[config.mk]
export PLATFORM = sky130hd
export DESIGN_NAME = pixel_frame_sequencer_flat
export DESIGN_NICKNAME = d
export VERILOG_FILES = /design/src/rtl/pixel_frame_sequencer_pkg.sv /design/src/rtl/pixel_frame_sequencer_if.sv /design/src/rtl/pixel_frame_sequencer_row_buffer.sv /design/src/rtl/pixel_frame_sequencer.sv /design/src/flat_wrapper.sv
export SDC_FILE = /design/constraint.sdc
export NUM_CORES = 1
export LEC_CHECK = 0
export ABC_CLOCK_PERIOD_IN_PS = 2100
export CAP_MARGIN = 0
export CORE_MARGIN = 2
export CORE_UTILIZATION = 45
export DETAILED_ROUTE_END_ITERATION = 8
export PLACE_DENSITY = 0.8
export REMOVE_ABC_BUFFERS = 1
export SYNTH_ARGS = -nofsm -noshare
export SYNTH_HDL_FRONTEND = slang
export SYNTH_HIERARCHICAL = 1
export SYNTH_SLANG_ARGS = --single-unit
[constraint.sdc]
create_clock -name clk -period 2.1 [get_ports clk]
set_clock_uncertainty 0.05 [all_clocks]
set_input_delay 0.525 -clock clk [delete_from_list [all_inputs] [get_ports clk]]
set_output_delay 0.525 -clock clk [all_outputs]
set_load 0.05 [all_outputs]
[src/rtl/pixel_frame_sequencer_pkg.sv]
`default_nettype none
// ============================================================================
//  Module   : pixel_pkg
//  Purpose  : Shared sequencer state encoding and default phase lengths.
//  Revision : 1.0 - initial release
// ============================================================================
package pixel_pkg;

    typedef enum logic [2:0] {
        ST_IDLE    = 3'd0,
        ST_ERASE   = 3'd1,
        ST_EXPOSE  = 3'd2,
        ST_CONVERT = 3'd3,
        ST_READ    = 3'd4,
        ST_WAIT    = 3'd5
    } state_t;

    localparam int unsigned DEF_H         = 4;
    localparam int unsigned DEF_W         = 4;
    localparam int unsigned DEF_C_ERASE   = 5;
    localparam int unsigned DEF_C_EXPOSE  = 255;
    localparam int unsigned DEF_C_CONVERT = 255;
    localparam int unsigned DEF_C_READ    = 5;

    // Counter value seen on the final cycle of a phase lasting 'len' cycles.
    function automatic logic [7:0] last_cycle(input int unsigned len);
        return 8'(len - 1);
    endfunction

endpackage
`default_nettype wire

[src/rtl/pixel_frame_sequencer_if.sv]
`default_nettype none
// ============================================================================
//  Module   : pixel_frame_sequencer_if
//  Purpose  : Row output stream (valid/ready, pixel data, row index).
//  Revision : 1.0 - initial release
// ============================================================================
interface pixel_frame_sequencer_if #(
    parameter int unsigned H = 4,
    parameter int unsigned W = 4
);
    localparam int unsigned ROW_W = (H > 1) ? $clog2(H) : 1;

    logic               out_valid;
    logic               out_ready;
    logic [8*W-1:0]     out_data;
    logic [ROW_W-1:0]   out_row;

    modport master (output out_valid, output out_data, output out_row, input out_ready);
    modport slave  (input out_valid, input out_data, input out_row, output out_ready);
endinterface
`default_nettype wire

[src/rtl/pixel_frame_sequencer_row_buffer.sv]
`default_nettype none
// ============================================================================
//  Module   : pixel_row_buffer
//  Purpose  : Holds one captured row and presents it on a valid/ready stream.
//             Data and row index stay frozen until the consumer accepts.
//  Revision : 1.0 - initial release
// ============================================================================
module pixel_row_buffer #(
    parameter int unsigned H = 4,
    parameter int unsigned W = 4,
    localparam int unsigned ROW_W = (H > 1) ? $clog2(H) : 1
) (
    input  logic                    clk,
    input  logic                    reset,
    input  logic                    load_i,
    input  logic [8*W-1:0]          data_i,
    input  logic [ROW_W-1:0]        row_i,
    output logic                    accept_o,
    pixel_frame_sequencer_if.master out_if
);

    logic               valid_q;
    logic [8*W-1:0]     data_q;
    logic [ROW_W-1:0]   row_q;

    // Capture on load, drop valid once the consumer takes the row.
    always_ff @(posedge clk or negedge reset) begin
        if (!reset) begin
            valid_q <= 1'b0;
            data_q  <= '0;
            row_q   <= '0;
        end else if (load_i) begin
            valid_q <= 1'b1;
            data_q  <= data_i;
            row_q   <= row_i;
        end else if (valid_q && out_if.out_ready) begin
            valid_q <= 1'b0;
        end
    end

    assign accept_o         = valid_q && out_if.out_ready;
    assign out_if.out_valid = valid_q;
    assign out_if.out_data  = data_q;
    assign out_if.out_row   = row_q;

endmodule
`default_nettype wire

[src/rtl/pixel_frame_sequencer.sv]
`default_nettype none
// ============================================================================
//  Module   : pixel_frame_sequencer
//  Purpose  : Drives erase/expose/convert phases of a pixel array, then reads
//             each row out through a valid/ready row buffer.
//  Revision : 1.0 - initial release
// ============================================================================
module pixel_frame_sequencer
    import pixel_pkg::*;
#(
    parameter int unsigned H         = DEF_H,
    parameter int unsigned W         = DEF_W,
    parameter int unsigned C_ERASE   = DEF_C_ERASE,
    parameter int unsigned C_EXPOSE  = DEF_C_EXPOSE,
    parameter int unsigned C_CONVERT = DEF_C_CONVERT,
    parameter int unsigned C_READ    = DEF_C_READ,
    localparam int unsigned ROW_W    = (H > 1) ? $clog2(H) : 1
) (
    input  logic                    clk,
    input  logic                    reset,
    input  logic                    start,
    input  logic                    continuous,
    output logic                    erase,
    output logic                    expose,
    output logic                    convert,
    output logic [7:0]              ramp_count,
    output logic [H-1:0]            read_en,
    input  logic [8*W-1:0]          row_data_in,
    output logic                    busy,
    output logic                    frame_done,
    pixel_frame_sequencer_if.master out_if
);

    localparam logic [ROW_W-1:0] LAST_ROW = ROW_W'(H - 1);

    state_t             state_q, state_d;
    logic [7:0]         cnt_q, cnt_d;
    logic [ROW_W-1:0]   row_q, row_d;
    logic               load;
    logic               accept;

    // State, phase counter and current row.
    always_ff @(posedge clk or negedge reset) begin
        if (!reset) begin
            state_q <= ST_IDLE;
            cnt_q   <= '0;
            row_q   <= '0;
        end else begin
            state_q <= state_d;
            cnt_q   <= cnt_d;
            row_q   <= row_d;
        end
    end

    // Next state and strobes; the counter restarts at zero on every transition.
    always_comb begin
        state_d    = state_q;
        cnt_d      = cnt_q;
        row_d      = row_q;
        erase      = 1'b0;
        expose     = 1'b0;
        convert    = 1'b0;
        ramp_count = 8'd0;
        read_en    = '0;
        load       = 1'b0;
        frame_done = 1'b0;
        busy       = (state_q != ST_IDLE);
        case (state_q)
            ST_IDLE: begin
                if (start) begin
                    state_d = ST_ERASE;
                    cnt_d   = 8'd0;
                end
            end
            ST_ERASE: begin
                erase = 1'b1;
                if (cnt_q == last_cycle(C_ERASE)) begin
                    state_d = ST_EXPOSE;
                    cnt_d   = 8'd0;
                end else begin
                    cnt_d = cnt_q + 8'd1;
                end
            end
            ST_EXPOSE: begin
                expose = 1'b1;
                if (cnt_q == last_cycle(C_EXPOSE)) begin
                    state_d = ST_CONVERT;
                    cnt_d   = 8'd0;
                end else begin
                    cnt_d = cnt_q + 8'd1;
                end
            end
            ST_CONVERT: begin
                convert    = 1'b1;
                ramp_count = cnt_q;
                if (cnt_q == last_cycle(C_CONVERT)) begin
                    state_d = ST_READ;
                    cnt_d   = 8'd0;
                    row_d   = '0;
                end else begin
                    cnt_d = cnt_q + 8'd1;
                end
            end
            ST_READ: begin
                read_en = H'(1) << row_q;
                if (cnt_q == last_cycle(C_READ)) begin
                    load    = 1'b1;
                    state_d = ST_WAIT;
                    cnt_d   = 8'd0;
                end else begin
                    cnt_d = cnt_q + 8'd1;
                end
            end
            ST_WAIT: begin
                if (accept) begin
                    cnt_d = 8'd0;
                    if (row_q == LAST_ROW) begin
                        frame_done = 1'b1;
                        row_d      = '0;
                        state_d    = continuous ? ST_ERASE : ST_IDLE;
                    end else begin
                        row_d   = row_q + ROW_W'(1);
                        state_d = ST_READ;
                    end
                end
            end
            default: begin
                state_d = ST_IDLE;
                cnt_d   = 8'd0;
                row_d   = '0;
            end
        endcase
    end

    pixel_row_buffer #(
        .H (H),
        .W (W)
    ) u_row_buffer (
        .clk      (clk),
        .reset    (reset),
        .load_i   (load),
        .data_i   (row_data_in),
        .row_i    (row_q),
        .accept_o (accept),
        .out_if   (out_if)
    );

endmodule
`default_nettype wire

[src/flat_wrapper.sv]
// flat-port wrapper written by rule: the top's interface ports become plain ports
module pixel_frame_sequencer_flat import pixel_pkg::*;
#(
    parameter int unsigned H         = DEF_H,
    parameter int unsigned W         = DEF_W,
    parameter int unsigned C_ERASE   = DEF_C_ERASE,
    parameter int unsigned C_EXPOSE  = DEF_C_EXPOSE,
    parameter int unsigned C_CONVERT = DEF_C_CONVERT,
    parameter int unsigned C_READ    = DEF_C_READ,
    localparam int unsigned ROW_W    = (H > 1) ? $clog2(H) : 1
)
  (clk, reset, start, continuous, erase, expose, convert, ramp_count, read_en, row_data_in, busy, frame_done, out_if_out_valid, out_if_out_data, out_if_out_row, out_if_out_ready);
  pixel_frame_sequencer_if #(.H(H), .W(W)) out_if_i ();
  input  logic clk;
  input  logic reset;
  input  logic start;
  input  logic continuous;
  output logic erase;
  output logic expose;
  output logic convert;
  output logic [7:0] ramp_count;
  output logic [H-1:0] read_en;
  input  logic [8*W-1:0] row_data_in;
  output logic busy;
  output logic frame_done;
  output wire logic [$bits(out_if_i.out_valid)-1:0] out_if_out_valid;
  output wire logic [$bits(out_if_i.out_data)-1:0] out_if_out_data;
  output wire logic [$bits(out_if_i.out_row)-1:0] out_if_out_row;
  input wire logic [$bits(out_if_i.out_ready)-1:0] out_if_out_ready;
  assign out_if_out_valid = out_if_i.out_valid;
  assign out_if_out_data = out_if_i.out_data;
  assign out_if_out_row = out_if_i.out_row;
  assign out_if_i.out_ready = out_if_out_ready;
  pixel_frame_sequencer #(.H(H), .W(W), .C_ERASE(C_ERASE), .C_EXPOSE(C_EXPOSE), .C_CONVERT(C_CONVERT), .C_READ(C_READ)) u_core (.clk(clk), .reset(reset), .start(start), .continuous(continuous), .erase(erase), .expose(expose), .convert(convert), .ramp_count(ramp_count), .read_en(read_en), .row_data_in(row_data_in), .busy(busy), .frame_done(frame_done), .out_if(out_if_i));
endmodule
==> results by group <==
STA
  • Endpoints failing setup: 0
  • Fmax: 487 MHz
  • Hold_ws: 0.271 ns
  • Least-Margin Pin Slew: 0.614 ns
  • Period minus WS final: 2.05 ns
  • Final Max Tran Viols: 0
  • Final hold violations: 0
  • Setup TNS Final: 0 ns
  • Final Cycle Share: 97.7%
  • RSZ-0062 raised after global routing: true
  • Slew HR: 59.1%

Critical path
  • CP cell instances: clkdlybuf4s50_1
  • Worst Setup Path Type: flip-flop to output pin
  • CP Launch Type: flip-flop
  • WP buf/inv: 1
  • CP delay by family, top: buffers and inverters
  • CP Capture Type: output pin
  • Crit-path max FO: 3
  • Crit-path max cell delay: 0.81 ns
  • Critical Path Slowest Stage Cell: clkdlybuf4s50_1
  • Critical path arrival: 1.48 ns
  • Critical Path RT: 1.52 ns

Routing
  • Wirelength, routed: 5820 um
  • Met3 wire len: 223 um
  • Met1 WL: 2430 um
  • Vias per inst: 5.05
  • Top sig layer: met4
  • DR WL/cell: 15.4 um
  • WL met2: 3000 um
  • DR pass1 iterations: 4
  • DRT antenna net count: 0
  • Via count: 1913
  • DRC viols: 0
  • DR iter-0 viols: 143

Yosys
  • Post-Syn Area: 2480 um^2
  • Synthesis Warnings: 6
  • Sequential area share after synthesis: 48.5%
  • Yosys cell types: 40
  • Syn avg cell area: 12.5 um^2
  • Cells after Synth: 198
  • Synthesized flop and latch total: 48

Clocking
  • Clock slew at reported path FFs: 0.09 ns
  • Root buffer cell: clkbuf_8
  • CTS max path bufs: 2
  • Clock buffer count from CTS: 5
  • Max H-tree Level: 2
  • Clock insertion delay at the later pin of the skew report: 0.29 ns
  • Hold buffers post-CTS: 0
  • Clock Sinks: 48
  • CTS tree: built

Die
  • Die width: 78.2 um
  • Row cnt: 27
  • Core Area: 5410 um^2
  • I/O pin count: 89
  • Die Area: 6110 um^2
  • Die H: 78.2 um
  • Initial core utilization: 45.8%

Global route
  • Final global-route overflow total: 0
  • Global-route wire length before repair: 9230 um
  • GRT Util Overall: 19.0%
  • Largest net degree at the start of global routing: 49
  • Vias in the first global route: 1912
  • Initial antenna violation count: 0

Layout
  • Nets@finish: 351
  • Fillers: 392
  • Ant. Diodes: 0
  • Area grow syn2layout: 56.0%
  • Layout cell share with drive strength beyond 1: 34.9%

Power
  • Pwr Density: 1440 nW/um^2
  • Power, Total: 5.54 mW
  • Leak: 1.92 nW
  • VDD IR max: 998 uV

Hold path
  • Min-delay worst type: primary input to async pin

Outcome
  • Run status: complete, no violations

Job
  • Max-cap violations: 0

Place
  • Port Buffer Count: 88
  • Hpwl dp: 4300 um
  • GPL Wtd Cong: 0.776
==> logic make-up after synthesis <==
group,synth area share (%)
AOI/OAI and AO/OA,8.34
xor gates and xnor gates,0.354
adders and majority gates,3.54
buffers and inverters,5.46
DFF,48.5
muxes,19.9
and+or+nand+nor,13.9
==> cell usage after synthesis (all sizes together) <==
cell type	n	share of area (%)
nand4	2	0.51
ha	7	3.5
nand2b	2	0.51
dfrtp	48	49
a21o	1	0.30
a31oi	1	0.25
nor2	11	1.8
or2	1	0.35
xnor2	1	0.35
nor3	6	1.4
and2	8	2.0
clkbuf	1	0.15
and4	2	0.71
nand3b	1	0.30
a32o	3	1.2
o31ai	1	0.51
and3	5	1.3
nor2b	2	0.51
o21a	3	0.91
o22ai	4	1.0
nand3	4	0.81
o21ai	4	0.81
mux2	34	20
a21oi	3	0.91
a22o	1	0.35
inv	7	1.1
a211o	1	0.35
nand2	19	2.9
and4bb	1	0.66
o211ai	3	0.91
a211oi	1	0.81
buf	9	4.2
or3	1	0.25
==> sequential cells by signal, indices dropped and copies added (netlist names) <==
signal	cells
u_core/u_row_buffer/out_if.out_data	32
u_core/cnt_q	8
u_core/state_q	3
u_core/row_q	2
u_core/u_row_buffer/out_if.out_row	2
u_core/u_row_buffer/out_if.out_valid	1
==> worst register-to-register path: cells and delay by family, from the launching register on <==
kind,cells,cell delay (ns)
and+or+nand+nor,2,0.56
DFF,1,0.40
buffers and inverters,2,0.37
muxes,1,0.36
adders and majority gates,1,0.18
==> layout by cell type (no fill, tap or decap), types with 2 or more instances in the layout <==
master            n
nor2_1            8
bufinv_16         2
nor2_2            3
dfrtp_1          46
nand3_1           4
mux2_4           29
clkdlybuf4s50_1  55
a21oi_2           2
buf_12           18
o211ai_1          3
nor3_2            3
o21a_1            3
buf_4            28
inv_1             7
ha_1              7
a32o_1            3
and3_1            5
clkbuf_8          5
o22ai_1           4
o21ai_0           4
nand2b_1          2
nand2_1          19
dfrtp_2           2
nand4_1           2
and2_1            4
nor3_1            3
nor2b_1           2
mux2_2            5
and2_4            4
dlymetal6s2s_1    9
==> cell type report <==
cell class                 count  area (um^2)  share of cell area (%)
timing repair buffer         112         1250                    32.3
inverter                       7         26.3                   0.680
tap                           72         90.1                    2.33
clock buffer                   5         68.8                    1.78
clock inverter                 2         60.1                    1.55
sequential                    48         1200                    31.2
multi-input combinational    133         1170                    30.2
==> power breakdown <==
group	internal, mW	total [mW]	switching [mW]
logic	1.40	3.32	1.92
clock network	0.469	0.761	0.293
registers	1.25	1.46	0.209
==> per-layer routing <==
layer	track usage (%)	up-vias
met5	0	-
met4	8.42	0
met3	3.22	15
met2	31.0	62
met1	25.1	926
li1	-	910
==> per-stage QoR <==
stage | utilization, % | instance area [um^2] | worst slack (ns) | instances
floorplan | - | 2370 | -0.688 | 188
global placement | 67.2 | 3630 | -0.127 | 365
detailed placement | 67.2 | 3630 | -0.124 | 365
CTS | 69.9 | 3780 | 0.00250 | 373
global route | 71.5 | 3860 | -0.0494 | 379
finish | 71.5 | 3860 | 0.0475 | 379
==> timing repair <==
item	CTS	global route
setup buffers	1	6
pin swaps	1	0
setup endpoints to repair	9	21
gates resized for setup	6	14
cloned	0	0
==> path summary, 6_finish.rpt <==
| kind | startpoint | endpoint | slack [ns] | cells past startpoint |
|---|---|---|---|---|
| min in group clk | u_core/u_row_buffer/out_if.out_data[31] | u_core/u_row_buffer/out_if.out_data[31] | 0.46 | 1 |
| max in group asynchronous | reset | u_core/state_q[1] | 1.28 | 2 |
| max reg2reg | u_core/cnt_q[0] | u_core/u_row_buffer/out_if.out_data[30] | 0.08 | 6 |
| max | u_core/u_row_buffer/out_if.out_valid | out_if_out_valid | 0.05 | 1 |
| min | reset | u_core/u_row_buffer/out_if.out_data[16] | 0.27 | 2 |
| min reg2reg | u_core/u_row_buffer/out_if.out_data[31] | u_core/u_row_buffer/out_if.out_data[31] | 0.46 | 1 |
No activity file was read; power rests on OpenSTA's default activity.
